`src/rtl/nes_pkg.sv`:
```
// Shared types and constants for the NES controller poller.
// States, register map and control/status bit positions.
package nes_pkg;

  typedef enum logic [1:0] {
    IDLE,
    LATCH,
    CLK_HI,
    CLK_LO
  } nes_state_e;

  localparam logic [3:0] REG_BUTTONS = 4'd0;
  localparam logic [3:0] REG_CTRL    = 4'd1;

  localparam int CTRL_START   = 0;
  localparam int CTRL_POLL_EN = 1;
  localparam int CTRL_CLR_CHG = 7;

  localparam int STAT_BUSY    = 0;
  localparam int STAT_POLL_EN = 1;
  localparam int STAT_CHANGED = 7;

  localparam logic [2:0] LAST_BIT = 3'd7;

  function automatic logic [7:0] ctrl_status(
    input logic changed,
    input logic poll_en,
    input logic busy
  );
    logic [7:0] s;
    s = 8'h00;
    s[STAT_CHANGED] = changed;
    s[STAT_POLL_EN] = poll_en;
    s[STAT_BUSY]    = busy;
    return s;
  endfunction

endpackage

```
`src/rtl/nes_tick_gen.sv`:
```
// Half-phase timer for the NES bus: pulses tick_o on the last
// cycle of every CLK_DIV-cycle phase while enabled.
module nes_tick_gen #(
  parameter int CLK_DIV = 4
) (
  input  logic clk,
  input  logic rst,
  input  logic en,
  output logic tick_o
);

  localparam int CW = (CLK_DIV > 2) ? $clog2(CLK_DIV) : 1;

  logic [CW-1:0] cnt_q;
  logic [CW-1:0] cnt_d;

  assign tick_o = en && (cnt_q == CW'(CLK_DIV - 1));

  always_comb begin
    cnt_d = cnt_q + CW'(1);
    if (!en || tick_o) begin
      cnt_d = '0;
    end
  end

  always_ff @(posedge clk) begin
    if (rst) begin
      cnt_q <= '0;
    end else begin
      cnt_q <= cnt_d;
    end
  end

endmodule

```
`src/rtl/nes_poll_ctrl.sv`:
```
// NES controller poller with TinyQV byte-register interface:
// latch, 7 shift pulses, 8-bit button capture, optional auto-poll.
module nes_poll_ctrl
  import nes_pkg::*;
#(
  parameter int CLK_DIV     = 4,
  parameter int POLL_CYCLES = 16384
) (
  input  logic       clk,
  input  logic       rst,
  input  logic       nes_data_i,
  output logic       nes_latch_o,
  output logic       nes_clk_o,
  input  logic [3:0] address,
  input  logic [7:0] data_in,
  input  logic       data_write,
  output logic [7:0] data_out,
  output logic       valid_o
);

  localparam int TW = $clog2(POLL_CYCLES);

  nes_state_e state_q, state_d;
  logic          half_q, half_d;
  logic [2:0]    bit_q, bit_d;
  logic [7:0]    shift_q, shift_d;
  logic [7:0]    buttons_q, buttons_d;
  logic          changed_q, changed_d;
  logic          poll_en_q, poll_en_d;
  logic [TW-1:0] timer_q, timer_d;
  logic          latch_q, latch_d;
  logic          nclk_q, nclk_d;
  logic          valid_q, valid_d;

  logic tick;
  logic idle;
  logic wr_ctrl;
  logic poll_fire;
  logic start;
  logic set_chg;
  logic sample;
  logic unused_data_bits;

  assign unused_data_bits = ^data_in[6:2];

  assign idle      = (state_q == IDLE);
  assign wr_ctrl   = data_write && (address == REG_CTRL);
  assign poll_fire = poll_en_q && idle &&
                     (timer_q == TW'(POLL_CYCLES - 1));
  assign start     = idle &&
                     ((wr_ctrl && data_in[CTRL_START]) || poll_fire);
  // Controller drives its shift output low for a pressed button.
  assign sample    = ~nes_data_i;

  nes_tick_gen #(
    .CLK_DIV(CLK_DIV)
  ) u_tick (
    .clk    (clk),
    .rst    (rst),
    .en     (!idle),
    .tick_o (tick)
  );

  always_comb begin
    state_d   = state_q;
    half_d    = half_q;
    bit_d     = bit_q;
    shift_d   = shift_q;
    buttons_d = buttons_q;
    valid_d   = 1'b0;
    set_chg   = 1'b0;

    unique case (state_q)
      IDLE: begin
        if (start) begin
          state_d = LATCH;
          half_d  = 1'b0;
        end
      end
      LATCH: begin
        if (tick) begin
          if (half_q) begin
            shift_d[0] = sample;
            bit_d      = 3'd1;
            state_d    = CLK_HI;
          end else begin
            half_d = 1'b1;
          end
        end
      end
      CLK_HI: begin
        if (tick) begin
          shift_d[bit_q] = sample;
          state_d        = CLK_LO;
        end
      end
      CLK_LO: begin
        if (tick) begin
          if (bit_q == LAST_BIT) begin
            state_d   = IDLE;
            buttons_d = shift_q;
            valid_d   = 1'b1;
            set_chg   = (shift_q != buttons_q);
          end else begin
            bit_d   = bit_q + 3'd1;
            state_d = CLK_HI;
          end
        end
      end
      default: state_d = IDLE;
    endcase

    latch_d = (state_d == LATCH);
    nclk_d  = (state_d == CLK_HI);

    // A new difference outranks a software clear in the same cycle.
    changed_d = changed_q;
    if (set_chg) begin
      changed_d = 1'b1;
    end else if (wr_ctrl && data_in[CTRL_CLR_CHG]) begin
      changed_d = 1'b0;
    end

    poll_en_d = poll_en_q;
    if (wr_ctrl) begin
      poll_en_d = data_in[CTRL_POLL_EN];
    end

    timer_d = timer_q;
    if (!poll_en_q || start) begin
      timer_d = '0;
    end else if (idle) begin
      timer_d = timer_q + TW'(1);
    end
  end

  always_ff @(posedge clk) begin
    if (rst) begin
      state_q   <= IDLE;
      half_q    <= 1'b0;
      bit_q     <= 3'd0;
      shift_q   <= 8'h00;
      buttons_q <= 8'h00;
      changed_q <= 1'b0;
      poll_en_q <= 1'b0;
      timer_q   <= '0;
      latch_q   <= 1'b0;
      nclk_q    <= 1'b0;
      valid_q   <= 1'b0;
    end else begin
      state_q   <= state_d;
      half_q    <= half_d;
      bit_q     <= bit_d;
      shift_q   <= shift_d;
      buttons_q <= buttons_d;
      changed_q <= changed_d;
      poll_en_q <= poll_en_d;
      timer_q   <= timer_d;
      latch_q   <= latch_d;
      nclk_q    <= nclk_d;
      valid_q   <= valid_d;
    end
  end

  assign nes_latch_o = latch_q;
  assign nes_clk_o   = nclk_q;
  assign valid_o     = valid_q;

  always_comb begin
    data_out = 8'h00;
    unique case (1'b1)
      (address == REG_BUTTONS): data_out = buttons_q;
      (address == REG_CTRL):
        data_out = ctrl_status(changed_q, poll_en_q, !idle);
      default: data_out = 8'h00;
    endcase
  end

endmodule

```
`config.mk`:
```
export PLATFORM = sky130hd
export DESIGN_NAME = nes_poll_ctrl
export DESIGN_NICKNAME = d
export VERILOG_FILES = /design/src/rtl/nes_pkg.sv /design/src/rtl/nes_tick_gen.sv /design/src/rtl/nes_poll_ctrl.sv
export SDC_FILE = /design/constraint.sdc
export NUM_CORES = 1
export LEC_CHECK = 0
export CAP_MARGIN = 20
export CORE_MARGIN = 2
export CORE_UTILIZATION = 25
export DETAILED_ROUTE_END_ITERATION = 7
export PLACE_DENSITY = 0.43
export SLEW_MARGIN = 20
export SYNTH_ARGS = -nofsm -noshare
export SYNTH_HDL_FRONTEND = slang
export SYNTH_HIERARCHICAL = 1
export SYNTH_SLANG_ARGS = --single-unit
```
`constraint.sdc`:
```
create_clock -name clk -period 5.8 [get_ports clk]
set_input_delay 0.58 -clock clk [delete_from_list [all_inputs] [get_ports clk]]
set_output_delay 0.58 -clock clk [all_outputs]
set_load 0.05 [all_outputs]
```
; ---- Word level (Yosys, flattened, before mapping)
; Cells that the tools add are included.
; Widths: inputs -> output; s select.
[word_totals]
register_bits = 43
latchBits = 0
mem_bits_rw = 0
romBits = 0
input_bits = 16
output_inout_bits = 11
word_cells = 93
memories = 0
[classes]
add_sub_neg = 3
multipliers = 0
div = 0
magnitude_cmp = 2
eq_ne = 16
shift = 0
muxes = 29
n_bitwise = 3
n_reduce_logical = 27
[ops]
columns = op, count
row1 = $pmux 8 s2, 1
row2 = $add 14x1->14 const B, 1
row3 = $eq 14x14->1 const B, 1
row4 = $mux 1, 12
row5 = $mux 2, 6
row6 = $mux 3, 4
row7 = $bwmux 8, 1
row8 = $eq 2x2->1 const B, 4
row9 = $logic_and 1x1->1, 8
row10 = $ne 2x1->1 const B, 4
row11 = $ne 8x8->1, 1
row12 = $pmux 2 s4, 1
row13 = $reduce_bool 2->1, 4
row14 = $pmux 3 s2, 1
row15 = $reduce_and 3->1, 2
row16 = $reduce_and 5->1, 1
row17 = $eq 2x1->1 const B, 2
row18 = $eq 4x1->1 const B, 1
row19 = $logic_not 4->1, 1
row20 = $lt 3x4->1 const B, 1
row21 = $ne 2x2->1 const B, 2
row22 = $pmux 1 s2, 2
row23 = $reduce_and 4->1, 1
row24 = $reduce_or 2->1, 2
row25 = 11 further kinds, 16

; ---- Longest topological paths before layout
[logic_depth]
depth_word = 8
ltp_mapped = 10
mapped_depth_nobuf = 7

; ---- Hierarchy
; Netlist, hierarchy kept.
[modules_own_cells]
columns = mod, instances, cells_each, area_per_inst_um2, seq_area_each_um2
row1 = nes_poll_ctrl, 1, 238, 2050.7, 820.8
row2 = nes_tick_gen, 1, 6, 86.3, 40.0

; ---- Worst setup path after synthesis
; OpenSTA, ideal clock, no wires.
[synth_timing]
path_type = input port to output port
from = input address[1]
to = output data_out[0]
arrival_ps = 2212
t_required_ps = 5220
slack_ps = 3008
cell_stages = 2
path_buffers = 0
path_cell_list = or3_1 > a211oi_1
[synth_between]
elab_chain_cells = 2
word_cells_on_any_way = 3
classes_between = eq/ne: 1 / mux: 1 / reduce/logical: 1
[synth_rtl]
columns = element, line
row1 = start: declaration, nes_poll_ctrl.sv:14  ; input logic [3:0] address,
row2 = $eq 4x1->1 or $logic_not 4->1 (tied branches), "nes_poll_ctrl.sv:173, nes_poll_ctrl.sv:172"
row3 = $pmux 8 s2 *, nes_poll_ctrl.sv:171  ; unique case (1'b1)
row4 = end: declaration, nes_poll_ctrl.sv:17  ; output logic [7:0] data_out,
; Mark *: on every way between the ends. The rest lies on a longest branch, timed or not.

; ---- Final worst setup path
[layout_timing]
from = input address[1]
to = output data_out[6]
; Same word-level chain as after synthesis.

==> key figures <==
Outcome
  • Outcome: complete, no violations

Synthesis
  • Asr flop ratio synth: 0
  • Cell variety after synth: 53
  • Mux cell area share after synthesis: 0.0240
  • Synthesis-stage register bit count: 43
  • Top post-synthesis cells by count: 43 x dfxtp_1, 28 x nor2_1, 24 x nand2_1, 15 x a21oi_1, 13 x xnor2_1
  • Synth area leaders: dfxtp_1 40%, xnor2_1 5.3%, nor2_1 4.9%
  • Yosys Warn Count: 6
  • Cell Area, Synth: 2140 sq um
  • Post-synth top area cell: dfxtp_1
  • Top-count cell post-synth: dfxtp_1
  • Main synth FF type: dfxtp_1
  • Yosys top cell area share: 0.403
  • Post-synthesis sequential area ratio: 0.403
  • Post-Synth XOR/XNOR Area: 0.0697
  • Mean post-synth cell area: 8.76 sq um
  • Cells after synthesis: 244
  • Synth Area in Compound Gates: 0.145
  • Post-synth EDFFs: 0
  • Main combinational cell family by area after synthesis: simple AND/OR/NAND/NOR gates
  • Simple-gate share of the synthesized area: 0.299
  • Post-Synth Adder-Cell Area: 0.0234
  • Mapped Nets: 264

Clocking
  • CTS tree: done
  • Clock latency on the worst-skew pair: 0.30 ns
  • Max Buffers Root-to-Sink: 2
  • CTS sink count: 43
  • H-tree Lvls: 2
  • Clock root buffer: clkbuf_8
  • CTS buffer count: 5
  • Setup Fix Bufs, Post-CTS: 0
  • Count of cells resized by post-cts repair: 0
  • Clock slew at reported path FFs: 0.08 ns
  • Hold Buf Count CTS: 0

Min path
  • Worst hold path class: flop to flop

Die
  • Io pins: 27
  • Initial cell density of the core: 0.259
  • Die H: 96.5 um
  • Die Wd: 96.5 um
  • Die Footprint: 9300 sq um
  • Core area: 8260 sq um
  • Rows: 33

Global routing
  • Vias in the first global route: 1649
  • Largest net degree at the start of global routing: 31
  • First-pass GRT wire length: 8.09 mm
  • GRT Overall Usage: 0.112
  • Grt total ovfl: 0
  • Antenna violations before repair: 0

Worst setup path
  • Critical path class: primary input to output port
  • Crit path DAT: 2.67 ns
  • CP Max Fanout: 5
  • End of the critical path: data_out[6]
  • Reg-to-reg setup timing slack: 3.34 ns
  • Startpoint Class: primary input
  • Reg-to-reg critical path startpoint: state_q[1]
  • Crit. End Element: output port
  • CP required: 5.22 ns
  • FF-to-FF End: nes_clk_o
  • Worst Setup SP: address[1]
  • R2R depth: 7

STA
  • Setup Viol. Count Final: 0
  • Highest clock rate: 308 MHz
  • Clock skew: 0.00564 ns
  • Final hold viol count: 0
  • Max Slew Vio Count: 0
  • Fin crit share: 0.560
  • Max-slew headroom: 0.433
  • Worst Hold Slack: 0.463 ns
  • Fin crit period: 3.25 ns
  • Slew @ Worst Pin: 0.845 ns
  • TNS Setup: 0 ns
  • RSZ-0062 raised after global routing: no

Place
  • Placer Congestion: 0.686
  • Number of port buffers: 21
  • Placed insts: 360
  • Dpl hpwl: 3.39 mm

Detailed routing
  • Final WL: 4.76 mm
  • DR DRC count: 0
  • Routed wire per std cell: 12.9 um
  • Router iterations before antenna repair: 4
  • Initial DRC count: 65
  • DR vias: 1730
  • ANT nets after route: 0
  • Vias/cell: 4.70

Run
  • Max Cap Viol: 0

Cells and area
  • Fin nets: 282
  • Share of cells above drive strength 1: 0.0760
  • Area Growth Syn to Fin: 19.5%
  • Non-Filler Instances: 368
  • Util after Layout: 0.309
  • Diodes inserted: 0

Pwr
  • Peak supply drop: 0.000108 V
  • Pleak: 0.847 nW
  • Power Density: 220 nW/um^2
## how the worst min path moves through the flow
stage | startpoint | end | slack [ns] | cells past startpoint
2_1_floorplan | u_tick/cnt_q[0] | u_tick/cnt_q[0] | 0.42 | 1
3_3_place_gp | u_tick/cnt_q[0] | u_tick/cnt_q[0] | 0.44 | 1
3_5_place_dp | u_tick/cnt_q[0] | u_tick/cnt_q[0] | 0.46 | 1
4_1_cts | u_tick/cnt_q[0] | u_tick/cnt_q[0] | 0.47 | 1
5_1_grt | u_tick/cnt_q[0] | u_tick/cnt_q[0] | 0.48 | 1
6_report | u_tick/cnt_q[0] | u_tick/cnt_q[0] | 0.46 | 1
## stage by stage
stage               instance area (sq um)  total power [mW]  worst slack (ns)
floorplan                            2140             0.312              3.01
CTS                                  2550             0.567              2.52
global route                         2550             0.582              2.39
global placement                     2440             0.322              2.53
finish                               2550             0.561              2.55
detailed placement                   2440             0.322              2.52
## placed cells by master, fill, tap and decap left out, drive strengths merged, types with 3 or more instances in the layout
cell type      instances
a21oi                 16
nand2                 24
mux2i                  4
nor3                   7
xor2                   4
and3                   4
nand3                  8
inv                    7
or3                    3
nor2                  29
and2                   9
xnor2                 13
dfxtp                 43
a311oi                 3
nor2b                  6
clkbuf                 6
a211oi                 7
clkdlybuf4s50         21
nand4                  6
o21ai                  6
ha                     4
## sequential cells by signal, summed over array words and instances, names as in the netlist
name and count:
u_tick/cnt_q 2, buttons_q 8, half_q 1, valid_o 1
state_q 2, bit_q 3, nes_clk_o 1, timer_q 14
poll_en_q 1, shift_q 8, changed_q 1, nes_latch_o 1
## cell type report
class,count,area (sq um)
multi-input cells,183,1200
repair buffers,22,218
inverters,7,26.3
flip-flops and latches,43,861
clock buffers,6,82.6
clock inverters,2,35.0
fillers,912,5700
well taps,105,131
## critical path, stage by stage
cell,delay [ns]
clkdlybuf4s50_1,0.41
or3_1,0.45
nor2_1,0.26
and2_1,0.17
clkdlybuf4s50_1,0.79
## cells by family after synthesis
| kind of cell | after synthesis |
|---|---|
| AOI/OAI and AO/OA | 46 |
| xor gates and xnor gates | 17 |
| adders and majority gates | 4 |
| buffers and inverters | 18 |
| DFF | 43 |
| muxes | 5 |
| and+or+nand+nor | 111 |
## report_power, final
part	total, mW	switching, mW	internal (mW)
clock network	0.247	0.108	0.139
logic	0.0185	0.00939	0.00908
registers	0.296	0.000631	0.295
total	0.561	0.118	0.444
## layer usage
layer,routed length [um],global-route usage,share of wire
met5,0,0,0
met4,91,0.0493,0.019
met2,1950,0.164,0.41
met1,2540,0.160,0.53
met3,178,0.0202,0.037
No activity file was read; power rests on OpenSTA's default activity.
